## config.mk

```make
export PLATFORM = sky130hd
export DESIGN_NAME = m_mem_arb_flat
export DESIGN_NICKNAME = d
export VERILOG_FILES = /design/src/rtl/m_mem_arb_if.sv /design/src/rtl/m_mem_arb.sv /design/src/flat_wrapper.sv
export SDC_FILE = /design/constraint.sdc
export NUM_CORES = 1
export LEC_CHECK = 0
export ABC_AREA = 1
export BUFFER_PORTS_ARGS = -buffer_cell sky130_fd_sc_hd__buf_4
export CORE_MARGIN = 2
export CORE_UTILIZATION = 25
export DETAILED_ROUTE_END_ITERATION = 10
export PLACE_DENSITY = 0.53
export SLEW_MARGIN = 15
export SYNTH_ARGS = -nofsm -noshare
export SYNTH_HDL_FRONTEND = slang
export SYNTH_SLANG_ARGS = --single-unit
```

## constraint.sdc

```tcl
create_clock -name w_clk -period 1.5 [get_ports w_clk]
set_clock_uncertainty 0.2 [all_clocks]
set_input_delay 0.225 -clock w_clk [delete_from_list [all_inputs] [get_ports w_clk]]
set_output_delay 0.225 -clock w_clk [all_outputs]
set_load 0.03 [all_outputs]
```

## src/rtl/m_mem_arb_if.sv

```systemverilog
// Requester-side and memory-side signal bundle shared by the arbiter and its environment.
// The arbiter uses the slave view; the pipeline/memory environment uses the master view.
interface m_mem_arb_if #(
    parameter int ADDR_W = 32,
    parameter int DATA_W = 32
);
    logic              w_ireq;
    logic [ADDR_W-1:0] w_iaddr;
    logic              w_iflush;
    logic              w_iack;
    logic [DATA_W-1:0] w_irdata;
    logic              w_dreq;
    logic              w_dwe;
    logic [ADDR_W-1:0] w_daddr;
    logic [DATA_W-1:0] w_dwdata;
    logic              w_dack;
    logic [DATA_W-1:0] w_drdata;
    logic              w_mreq;
    logic              w_mwe;
    logic [ADDR_W-1:0] w_maddr;
    logic [DATA_W-1:0] w_mwdata;
    logic              w_mack;
    logic [DATA_W-1:0] w_mrdata;
    logic              w_stall_if;
    logic              w_stall_mem;

    modport slave (
        input  w_ireq, w_iaddr, w_iflush, w_dreq, w_dwe, w_daddr, w_dwdata, w_mack, w_mrdata,
        output w_iack, w_irdata, w_dack, w_drdata, w_mreq, w_mwe, w_maddr, w_mwdata,
               w_stall_if, w_stall_mem
    );

    modport master (
        output w_ireq, w_iaddr, w_iflush, w_dreq, w_dwe, w_daddr, w_dwdata, w_mack, w_mrdata,
        input  w_iack, w_irdata, w_dack, w_drdata, w_mreq, w_mwe, w_maddr, w_mwdata,
               w_stall_if, w_stall_mem
    );
endinterface

```

## src/rtl/m_mem_arb.sv

```systemverilog
// Fetch/data arbiter in front of a single-ported variable-latency memory: data has priority,
// fetch is guaranteed a grant after STARVE consecutive data wins, and flushed fetches are dropped.
module m_mem_arb #(
    parameter int ADDR_W = 32,
    parameter int DATA_W = 32,
    parameter int STARVE = 4
) (
    input  logic        w_clk,
    input  logic        w_rst_n,
    m_mem_arb_if.slave  bus
);
    typedef enum logic [1:0] {IDLE, IBUSY, DBUSY, IDROP} state_t;

    state_t            state_q, state_d;
    logic [3:0]        cnt_q, cnt_d;
    logic              mreq_q, mreq_d;
    logic              mwe_q, mwe_d;
    logic [ADDR_W-1:0] maddr_q, maddr_d;
    logic [DATA_W-1:0] mwdata_q, mwdata_d;
    logic              iack, dack;
    logic              fetch_cand;

    assign fetch_cand = bus.w_ireq & ~bus.w_iflush;

    always_ff @(posedge w_clk or negedge w_rst_n) begin
        if (!w_rst_n) begin
            state_q  <= IDLE;
            cnt_q    <= '0;
            mreq_q   <= 1'b0;
            mwe_q    <= 1'b0;
            maddr_q  <= '0;
            mwdata_q <= '0;
        end else begin
            state_q  <= state_d;
            cnt_q    <= cnt_d;
            mreq_q   <= mreq_d;
            mwe_q    <= mwe_d;
            maddr_q  <= maddr_d;
            mwdata_q <= mwdata_d;
        end
    end

    always_comb begin
        state_d  = state_q;
        cnt_d    = cnt_q;
        mreq_d   = mreq_q;
        mwe_d    = mwe_q;
        maddr_d  = maddr_q;
        mwdata_d = mwdata_q;
        iack     = 1'b0;
        dack     = 1'b0;
        unique case (state_q)
            IDLE: begin
                if (bus.w_dreq && (!fetch_cand || (cnt_q < 4'(STARVE)))) begin
                    state_d  = DBUSY;
                    mreq_d   = 1'b1;
                    mwe_d    = bus.w_dwe;
                    maddr_d  = bus.w_daddr;
                    mwdata_d = bus.w_dwdata;
                    // Only wins taken over a waiting fetch count toward starvation.
                    if (fetch_cand)
                        cnt_d = (cnt_q == 4'hF) ? cnt_q : cnt_q + 4'd1;
                end else if (fetch_cand) begin
                    state_d  = IBUSY;
                    mreq_d   = 1'b1;
                    mwe_d    = 1'b0;
                    maddr_d  = bus.w_iaddr;
                    mwdata_d = '0;
                    cnt_d    = '0;
                end
            end
            IBUSY: begin
                if (bus.w_mack) begin
                    iack    = ~bus.w_iflush;
                    mreq_d  = 1'b0;
                    state_d = IDLE;
                end else if (bus.w_iflush) begin
                    state_d = IDROP;
                end
            end
            DBUSY: begin
                if (bus.w_mack) begin
                    dack    = 1'b1;
                    mreq_d  = 1'b0;
                    state_d = IDLE;
                end
            end
            IDROP: begin
                // The memory cannot be aborted, so the cancelled read runs to completion silently.
                if (bus.w_mack) begin
                    mreq_d  = 1'b0;
                    state_d = IDLE;
                end
            end
            default: state_d = IDLE;
        endcase
    end

    assign bus.w_mreq      = mreq_q;
    assign bus.w_mwe       = mwe_q;
    assign bus.w_maddr     = maddr_q;
    assign bus.w_mwdata    = mwdata_q;
    assign bus.w_iack      = iack;
    assign bus.w_dack      = dack;
    assign bus.w_irdata    = iack ? bus.w_mrdata : '0;
    assign bus.w_drdata    = dack ? bus.w_mrdata : '0;
    assign bus.w_stall_if  = bus.w_ireq & ~iack;
    assign bus.w_stall_mem = bus.w_dreq & ~dack;
endmodule

```

## src/flat_wrapper.sv

```systemverilog
// flat-port wrapper written by rule: the top's interface ports become plain ports
module m_mem_arb_flat 
#(
    parameter int ADDR_W = 32,
    parameter int DATA_W = 32,
    parameter int STARVE = 4
)
  (w_clk, w_rst_n, bus_w_ireq, bus_w_iaddr, bus_w_iflush, bus_w_dreq, bus_w_dwe, bus_w_daddr, bus_w_dwdata, bus_w_mack, bus_w_mrdata, bus_w_iack, bus_w_irdata, bus_w_dack, bus_w_drdata, bus_w_mreq, bus_w_mwe, bus_w_maddr, bus_w_mwdata, bus_w_stall_if, bus_w_stall_mem);
  m_mem_arb_if #(.ADDR_W(ADDR_W), .DATA_W(DATA_W)) bus_i ();
  input  logic w_clk;
  input  logic w_rst_n;
  input wire logic [$bits(bus_i.w_ireq)-1:0] bus_w_ireq;
  input wire logic [$bits(bus_i.w_iaddr)-1:0] bus_w_iaddr;
  input wire logic [$bits(bus_i.w_iflush)-1:0] bus_w_iflush;
  input wire logic [$bits(bus_i.w_dreq)-1:0] bus_w_dreq;
  input wire logic [$bits(bus_i.w_dwe)-1:0] bus_w_dwe;
  input wire logic [$bits(bus_i.w_daddr)-1:0] bus_w_daddr;
  input wire logic [$bits(bus_i.w_dwdata)-1:0] bus_w_dwdata;
  input wire logic [$bits(bus_i.w_mack)-1:0] bus_w_mack;
  input wire logic [$bits(bus_i.w_mrdata)-1:0] bus_w_mrdata;
  output wire logic [$bits(bus_i.w_iack)-1:0] bus_w_iack;
  output wire logic [$bits(bus_i.w_irdata)-1:0] bus_w_irdata;
  output wire logic [$bits(bus_i.w_dack)-1:0] bus_w_dack;
  output wire logic [$bits(bus_i.w_drdata)-1:0] bus_w_drdata;
  output wire logic [$bits(bus_i.w_mreq)-1:0] bus_w_mreq;
  output wire logic [$bits(bus_i.w_mwe)-1:0] bus_w_mwe;
  output wire logic [$bits(bus_i.w_maddr)-1:0] bus_w_maddr;
  output wire logic [$bits(bus_i.w_mwdata)-1:0] bus_w_mwdata;
  output wire logic [$bits(bus_i.w_stall_if)-1:0] bus_w_stall_if;
  output wire logic [$bits(bus_i.w_stall_mem)-1:0] bus_w_stall_mem;
  assign bus_i.w_ireq = bus_w_ireq;
  assign bus_i.w_iaddr = bus_w_iaddr;
  assign bus_i.w_iflush = bus_w_iflush;
  assign bus_i.w_dreq = bus_w_dreq;
  assign bus_i.w_dwe = bus_w_dwe;
  assign bus_i.w_daddr = bus_w_daddr;
  assign bus_i.w_dwdata = bus_w_dwdata;
  assign bus_i.w_mack = bus_w_mack;
  assign bus_i.w_mrdata = bus_w_mrdata;
  assign bus_w_iack = bus_i.w_iack;
  assign bus_w_irdata = bus_i.w_irdata;
  assign bus_w_dack = bus_i.w_dack;
  assign bus_w_drdata = bus_i.w_drdata;
  assign bus_w_mreq = bus_i.w_mreq;
  assign bus_w_mwe = bus_i.w_mwe;
  assign bus_w_maddr = bus_i.w_maddr;
  assign bus_w_mwdata = bus_i.w_mwdata;
  assign bus_w_stall_if = bus_i.w_stall_if;
  assign bus_w_stall_mem = bus_i.w_stall_mem;
  m_mem_arb #(.ADDR_W(ADDR_W), .DATA_W(DATA_W), .STARVE(STARVE)) u_core (.w_clk(w_clk), .w_rst_n(w_rst_n), .bus(bus_i));
endmodule
```

==> summary.md, run 1 <==
| Metric | Value |
|---|---|
| Number of instances in the placed design | 1072 |
| Grt peak-use layer | met2 |
| Clock insertion delay at the later pin of the skew report | 0.34 ns |
| Cts bufs inserted | 9 |
| Sort of element at the start of the critical path | flop |
| Per-cell via count in the routed design | 4.24 |
| Sw Share | 0.452 |
| Finished layout cell area | 0.00922 mm^2 |
| Hpwl dp | 10800 um |
| Total routing resource utilization after global routing | 0.182 |
| Layout Area Growth over Synthesis | 118% |
| Failing checks | negative setup slack |
| Placeable core area | 0.0166 mm^2 |
| Number of library cell types mapped by synthesis | 22 |
| Remaining DRCs | 0 |
| Antenna viol nets, final | 0 |
| Share of synthesized registers carrying an async set or reset | 1.00 |
| Total of fill cells in the finished design | 1481 |
| Data arrival at the endpoint of the critical path | 1.55 ns |
| Die footprint | 0.0180 mm^2 |
| Portion of synthesized cell area occupied by the leading cell type | 0.426 |
| Critical register-to-register path endpoint | u_core.bus.w_mwdata[18]$_DFFE_PN0P_ |
| Wire length of the first global-routing pass | 25700 um |
| Part of the power in combinational logic | 0.629 |
| Number of H-tree levels | 3 |
| Net Count, Synth | 718 |
| Maximum count of clock buffers along a single path | 2 |
| Met1 track demand over resource in global routing | 0.202 |
| Clock tree from TritonCTS | yes |
| NetSw | 6850 uW |
| Critical path startpoint | u_core.state_q[0]$_DFFE_PN0P_ |
| Placed inst area | 0.00679 mm^2 |
| Warning count from the yosys run | 0 |
| Summed instance area of the synthesized netlist | 0.00423 mm^2 |
| Avg Inst Size Synth | 7.27 um^2 |
| Wirelength, routed | 18100 um |
| Most area-hungry cell type in the Yosys netlist | sky130_fd_sc_hd__dfrtp_1 |
| Static power due to leakage | 0.00496 uW |
| Top fanout value on the critical path | 3 |
| Post-layout instance count excluding filler cells | 1191 |
| Leftover overflow at the end of global routing | 0 |
| Final hold vios | 0 |
| Net count, final | 1102 |
| Worst Tran Pin Value | 0.397 ns |
| Max-slew violation count | 0 |
| Row count | 47 |
| Top-Level Pins | 269 |
| Flop-to-flop setup slack | -0.18 ns |
| Pin count of the biggest net entering global routing | 73 |
| Via count of the first global-routing pass | 5030 |
| Number of failing setup endpoints in the final timing report | 136 |
| Part of the power in the clock network | 0.139 |
| Total power draw | 15200 uW |
| Leading cell types by total area after synthesis | sky130_fd_sc_hd__dfrtp_1 (43%), sky130_fd_sc_hd__nand2_1 (14%), sky130_fd_sc_hd__inv_1 (13%) |
| Average wire per standard cell | 15.2 um |
| Final design utilization | 0.556 |
| Result of the run | complete, but fails checks |
| Initial DRC Count | 130 |
| Count of mapped cells out of synthesis | 582 |
| Worst Reg-to-Reg Cells | 8 |
| Sinks on Clock Net | 72 |
| Cell with the most instances after synthesis | sky130_fd_sc_hd__nand2_1 |
| Proportion of synthesized chip area in sequential cells | 0.426 |
| Startpoint of the worst register-to-register path | u_core.state_q[1]$_DFFE_PN0P_ |
| Worst slew margin | 0.735 |
| Critical path data required time | 1.07 ns |
| Endpoint kind of the worst setup timing path | primary output |
| Fin crit period | 1.97 ns |
| Root buffer cell | sky130_fd_sc_hd__clkbuf_16 |
| Worst min-delay path category | primary input to flop |
| Area of all sequential standard cells | 0.00180 mm^2 |
| Post-synth top cells | sky130_fd_sc_hd__nand2_1 (156), sky130_fd_sc_hd__inv_1 (142), sky130_fd_sc_hd__dfrtp_1 (72) |
| Starting density of the core | 0.255 |
| Via count | 5048 |
| Global-route met3 utilization | 0.0612 |
| Path type of the worst setup path | flop to primary output |
| Horizontal die dimension | 134 um |
| Fraction of final layout cells with drive strength greater than 1 | 0.557 |
| Number of I/O port buffers | 268 |
| Total internal power | 8310 uW |
| Number of synthesized flops with an enable pin | 0 |
| Post-route fraction of the period consumed by the critical path | 1.31 |
| Final Hold Slack | 0.0121 ns |
| Antenna diodes | 0 |
| Post-route worst setup slack | -0.472 ns |
| Count of state elements after synthesis | 72 |
| Initial antenna violation count | 0 |
| Critical path capture point | bus_w_stall_if |
| Number of optimization iterations in the first detailed-route pass | 4 |
| Clock transition at the register clock pins on the worst setup and hold paths after CTS | 0.06 ns |
| Cell area power density | 1640 mW/mm^2 |
| Sequential share of power | 0.232 |
| Unrepaired setup endpoints after global routing | true |
| Gpl congestion | 0.758 |
| Worst vdd rail ir drop | 0.00100 V |
| Reported max-cap violation count | 0 |
| Area used by multi-input combinational logic | 0.00236 mm^2 |
| Die height | 134 um |
| Predominant post-synthesis flop cell | sky130_fd_sc_hd__dfrtp_1 |
| Max Fclk | 507 MHz |
| Routing usage on met2 | 0.323 |
==> flip-flops by register name, summed over array words and instances (netlist names) <==
| name | cells |
|---|---|
| u_core.bus.w_maddr | 32 |
| u_core.bus.w_mwdata | 32 |
| u_core.cnt_q | 4 |
| u_core.state_q | 2 |
| u_core.bus.w_mreq | 1 |
| u_core.bus.w_mwe | 1 |
==> metrics by stage <==
stage	worst slack (ns)	setup TNS, ns
after floorplan	-0.279	-14.03
after global placement	-0.115	-9.19
after detailed placement	-0.141	-9.51
after CTS	-0.464	-38.49
after global routing	-0.557	-47.50
final	-0.472	-37.82
==> metal layers <==
| layer | up-vias | wire length, um |
|---|---|---|
| li1 | 2477 | - |
| met1 | 2318 | 6750 |
| met2 | 220 | 9350 |
| met3 | 33 | 1500 |
| met4 | 0 | 539 |
| met5 | - | 0 |
==> worst min-delay path by stage <==
| stage | from | endpoint | slack, ns | cells past startpoint |
|---|---|---|---|---|
| 2_1_floorplan | w_rst_n | u_core.bus.w_maddr[0]$_DFFE_PN0P_ | -0.27 | 0 |
| 3_3_place_gp | w_rst_n | u_core.bus.w_mwdata[11]$_DFFE_PN0P_ | 0.08 | 2 |
| 3_5_place_dp | w_rst_n | u_core.bus.w_mwdata[11]$_DFFE_PN0P_ | 0.08 | 2 |
| 4_1_cts | bus_w_daddr[19] | u_core.bus.w_maddr[19]$_DFFE_PN0P_ | 0.0006 | 5 |
| 5_1_grt | bus_w_daddr[30] | u_core.bus.w_maddr[30]$_DFFE_PN0P_ | 0.03 | 5 |
| 6_report | bus_w_daddr[19] | u_core.bus.w_maddr[19]$_DFFE_PN0P_ | 0.01 | 5 |
==> worst max-delay path, stage by stage, from the launching register on <==
cell and delay, ns:
sky130_fd_sc_hd__dfrtp_1 0.41, sky130_fd_sc_hd__inv_2 0.07, sky130_fd_sc_hd__nor2_4 0.12, sky130_fd_sc_hd__nand3_4 0.11
sky130_fd_sc_hd__buf_4 0.15, sky130_fd_sc_hd__buf_6 0.12, sky130_fd_sc_hd__inv_4 0.05, sky130_fd_sc_hd__nor2_2 0.03
sky130_fd_sc_hd__buf_6 0.13
==> timing repair <==
| action | in CTS | in global routing |
|---|---|---|
| setup endpoints to repair | 134 | 140 |
| pin swaps | 1 | 62 |
| cloned | 7 | 10 |
| endpoints found under the hold margin | 137 | 0 |
| resized for setup | 96 | 174 |
| hold buffers | 69 | 0 |
| buffers inserted | 13 | 9 |
==> cells in the final DEF (no fill, tap or decap), types with 2 or more instances in the layout <==
master	n
sky130_fd_sc_hd__buf_4	227
sky130_fd_sc_hd__nor2_2	15
sky130_fd_sc_hd__nand3_2	23
sky130_fd_sc_hd__o21ai_2	29
sky130_fd_sc_hd__nor2_1	3
sky130_fd_sc_hd__clkbuf_8	2
sky130_fd_sc_hd__nand2_4	17
sky130_fd_sc_hd__o21ai_1	4
sky130_fd_sc_hd__inv_6	2
sky130_fd_sc_hd__buf_12	15
sky130_fd_sc_hd__inv_1	138
sky130_fd_sc_hd__nand3_1	44
sky130_fd_sc_hd__nor2_4	53
sky130_fd_sc_hd__nand3_4	3
sky130_fd_sc_hd__dfrtp_1	71
sky130_fd_sc_hd__inv_2	3
sky130_fd_sc_hd__nand2_2	42
sky130_fd_sc_hd__buf_16	4
sky130_fd_sc_hd__nand2_1	99
sky130_fd_sc_hd__buf_6	74
sky130_fd_sc_hd__clkbuf_16	18
sky130_fd_sc_hd__buf_8	4
sky130_fd_sc_hd__dlygate4sd3_1	69
sky130_fd_sc_hd__inv_4	3
==> logic make-up (layout without fill, tap and decap cells) <==
family                     after synthesis  in the layout  share of synthesized area
AOI/OAI and AO/OA                       33             33                     0.0390
xor gates and xnor gates                 1              1                    0.00207
adders and majority gates                1              1                    0.00296
buffers and inverters                  174            563                      0.179
DFF                                     72             72                      0.426
and+or+nand+nor                        301            301                      0.351
==> layout make-up <==
cell class / instances / area share
multi-input cells: 336 / 0.256
inverters: 145 / 0.0612
clock inverters: 5 / 0.00421
repair buffers: 402 / 0.426
flip-flops and latches: 72 / 0.196
well taps: 220 / 0.0299
clock buffers: 11 / 0.0274
==> power by group through the flow <==
stage | registers, uW | clock network, uW | logic (uW)
3_3_place_gp | 3350 | 0 | 6870
4_1_cts | 3350 | 2180 | 8190
6_report | 3520 | 2110 | 9530
5_1_grt | 3640 | 2260 | 10100
3_5_place_dp | 3330 | 0 | 6900
2_1_floorplan | 4960 | 0 | 2480
(Power assumes the default switching activity.)
==> run 2: changes to the inputs <==
- ABC_AREA: 1 -> default
- PLACE_DENSITY: 0.53 -> 0.56
==> run 2 against run 1 <==
  * Sequential cell count unchanged
  * Non-clock buffer count grew 7
  * Synthesized cell count shrank 46%
  * Critical path type unchanged
  * Final area down 12%
  * Die area is 18% lower
  * Critical path depth fell by 3
  * Count of clock-buffer cells in the layout unchanged
  * The run ends with negative hold slack, negative setup slack left
  * Sequential power down 3%
==> summary.md, run 2 <==
| Metric | Value |
|---|---|
| Result of the run | complete, but fails checks |
| Failing checks | negative hold slack, negative setup slack |
| Cts bufs inserted | 9 |
| Net Count, Synth | 453 |
| Per-cell via count in the routed design | 4.54 |
| Via count of the first global-routing pass | 4305 |
| Root buffer cell | sky130_fd_sc_hd__clkbuf_16 |
| Worst vdd rail ir drop | 0.000855 V |
| Top-Level Pins | 269 |
| Most area-hungry cell type in the Yosys netlist | sky130_fd_sc_hd__dfrtp_1 |
| Antenna viol nets, final | 0 |
| Number of optimization iterations in the first detailed-route pass | 4 |
| Sort of element at the start of the critical path | flop |
| Total routing resource utilization after global routing | 0.196 |
| Clock tree from TritonCTS | yes |
| Total of fill cells in the finished design | 1024 |
| Max-slew violation count | 0 |
| Initial DRC Count | 135 |
| Number of library cell types mapped by synthesis | 27 |
| Cell with the most instances after synthesis | sky130_fd_sc_hd__dfrtp_1 |
| Final Hold Slack | -0.00639 ns |
| Placeable core area | 0.0133 mm^2 |
| Via count | 4064 |
| Average wire per standard cell | 17.7 um |
| Horizontal die dimension | 121 um |
| Wirelength, routed | 15800 um |
| Data arrival at the endpoint of the critical path | 1.58 ns |
| Number of synthesized flops with an enable pin | 0 |
| Fraction of final layout cells with drive strength greater than 1 | 0.581 |
| Layout Area Growth over Synthesis | 136% |
| Final hold vios | 1 |
| Max Fclk | 498 MHz |
| Net count, final | 850 |
| Static power due to leakage | 0.00399 uW |
| Worst slew margin | 0.727 |
| Starting density of the core | 0.258 |
| Proportion of synthesized chip area in sequential cells | 0.523 |
| Die footprint | 0.0147 mm^2 |
| Fin crit period | 2.01 ns |
| Leftover overflow at the end of global routing | 0 |
| Antenna diodes | 0 |
| Flop-to-flop setup slack | -0.23 ns |
| Warning count from the yosys run | 0 |
| Portion of synthesized cell area occupied by the leading cell type | 0.523 |
| Summed instance area of the synthesized netlist | 0.00344 mm^2 |
| Unrepaired setup endpoints after global routing | true |
| Top fanout value on the critical path | 17 |
| Number of H-tree levels | 3 |
| Gpl congestion | 0.759 |
| Post-synth top cells | sky130_fd_sc_hd__dfrtp_1 (72), sky130_fd_sc_hd__and2_1 (65), sky130_fd_sc_hd__a22o_1 (34), sky130_fd_sc_hd__nor2_1 (34), sky130_fd_sc_hd__a21oi_1 (33) |
| Pin count of the biggest net entering global routing | 73 |
| Maximum count of clock buffers along a single path | 2 |
| Total power draw | 13000 uW |
| Clock transition at the register clock pins on the worst setup and hold paths after CTS | 0.06 ns |
| Die height | 121 um |
| Most frequent cells in the layout | sky130_fd_sc_hd__buf_4 (215), sky130_fd_sc_hd__dlygate4sd3_1 (90), sky130_fd_sc_hd__buf_6 (73) |
| Path type of the worst setup path | flop to primary output |
| Cell area power density | 1600 mW/mm^2 |
| Wire length of the first global-routing pass | 22300 um |
| Sinks on Clock Net | 72 |
| Predominant post-synthesis flop cell | sky130_fd_sc_hd__dfrtp_1 |
| Clock insertion delay at the later pin of the skew report | 0.33 ns |
| Number of I/O port buffers | 268 |
| Endpoint kind of the worst setup timing path | primary output |
| Avg Inst Size Synth | 10.9 um^2 |
| Count of mapped cells out of synthesis | 317 |
| Initial antenna violation count | 0 |
| Leading cell types by total area after synthesis | sky130_fd_sc_hd__dfrtp_1 (52%), sky130_fd_sc_hd__and2_1 (12%), sky130_fd_sc_hd__mux2i_1 (9.3%) |
| Row count | 42 |
| Post-route worst setup slack | -0.508 ns |
| Critical path data required time | 1.07 ns |
| Number of failing setup endpoints in the final timing report | 137 |
| Worst Tran Pin Value | 0.410 ns |
| Post-route fraction of the period consumed by the critical path | 1.34 |
| Hpwl dp | 9090 um |
| Count of state elements after synthesis | 72 |
| Remaining DRCs | 0 |
| Worst min-delay path category | primary input to flop |
| Setup slack at placement | -0.176 ns |
| Share of synthesized registers carrying an async set or reset | 1.00 |
| Most common cell after layout, fill and taps aside | sky130_fd_sc_hd__buf_4 |
| Reported max-cap violation count | 0 |
==> run 2: cell types whose count changed after synthesis, sizes merged, moves of 3 or more <==
cell	delta
nand2	-155
inv	-144
nand3	-69
and2	+65
nor2	-36
a22o	+34
a21oi	+33
mux2i	+32
o21ai	-29
buf	-10
clkbuf	+4
nor2b	+3
==> run 2: through the flow <==
stage | utilization | area (um^2) | TNS, ns | instances
after floorplan | - | 3610 | -4.70 | 317
after global placement | 0.445 | 5940 | -14.48 | 758
after detailed placement | 0.445 | 5940 | -16.06 | 758
after CTS | 0.587 | 7830 | -40.33 | 882
after global routing | 0.609 | 8120 | -46.46 | 895
final | 0.609 | 8120 | -38.79 | 895
==> run 2: cells by family after synthesis <==
| logic type | Yosys count | share of synthesized area |
|---|---|---|
| AOI/OAI and AO/OA | 75 | 0.149 |
| DFF | 72 | 0.523 |
| muxes | 32 | 0.0931 |
| adders and majority gates | 1 | 0.00363 |
| buffers and inverters | 24 | 0.0447 |
| and+or+nand+nor | 113 | 0.186 |
==> run 2: power by group <==
part	switching, uW	internal, uW	leakage (uW)
Clock	830	1710	0.000172
Sequential	572	2850	0.000855
Combinational	3840	3220	0.00297
==> run 2: metal layers <==
metal | track usage | part of all wire
met4 | 0.0862 | 0.028
met3 | 0.0371 | 0.066
met5 | 0 | 0
met1 | 0.212 | 0.36
met2 | 0.366 | 0.54
==> run 2: final cells by class <==
cell class	instances	area, um^2	area share
clock buffer	11	253	0.0311
clock inverter	5	103	0.0126
inverter	1	3.75	0.000462
multi-input combinational	221	1710	0.211
sequential	72	1800	0.222
tap	176	220	0.0271
timing repair buffer	409	4030	0.496
==> run 2: worst max-delay path, cell delays in order (launching register included) <==
cell and delay [ns]:
sky130_fd_sc_hd__dfrtp_2 0.43, sky130_fd_sc_hd__nor4b_4 0.20, sky130_fd_sc_hd__buf_4 0.17, sky130_fd_sc_hd__clkbuf_16 0.17
sky130_fd_sc_hd__and2_2 0.15, sky130_fd_sc_hd__buf_6 0.12
==> run 2: path summary, 6_finish.rpt <==
path / endpoint / start / cells after the start
max reg2reg: u_core.bus.w_maddr[30]$_DFFE_PN0P_ / u_core.cnt_q[3]$_DFFE_PN0P_ / 8
max: bus_w_irdata[18] / u_core.state_q[1]$_DFFE_PN0P_ / 5
min in group asynchronous: u_core.bus.w_maddr[19]$_DFFE_PN0P_ / w_rst_n / 3
max in group asynchronous: u_core.bus.w_mwdata[17]$_DFFE_PN0P_ / w_rst_n / 3
min: u_core.bus.w_maddr[19]$_DFFE_PN0P_ / bus_w_iaddr[19] / 3
min reg2reg: u_core.bus.w_mreq$_DFFE_PN0P_ / u_core.bus.w_mreq$_DFFE_PN0P_ / 1
==> run 2: timing repair <==
item / 4_1_cts / 5_1_grt
setup endpoints to repair: 137 / 140
gates resized for setup: 80 / 32
cloned: 9 / 8
buffers inserted: 9 / 10
hold buffers: 90 / 0
pin swaps: 45 / 67
endpoints found under the hold margin: 135 / 0
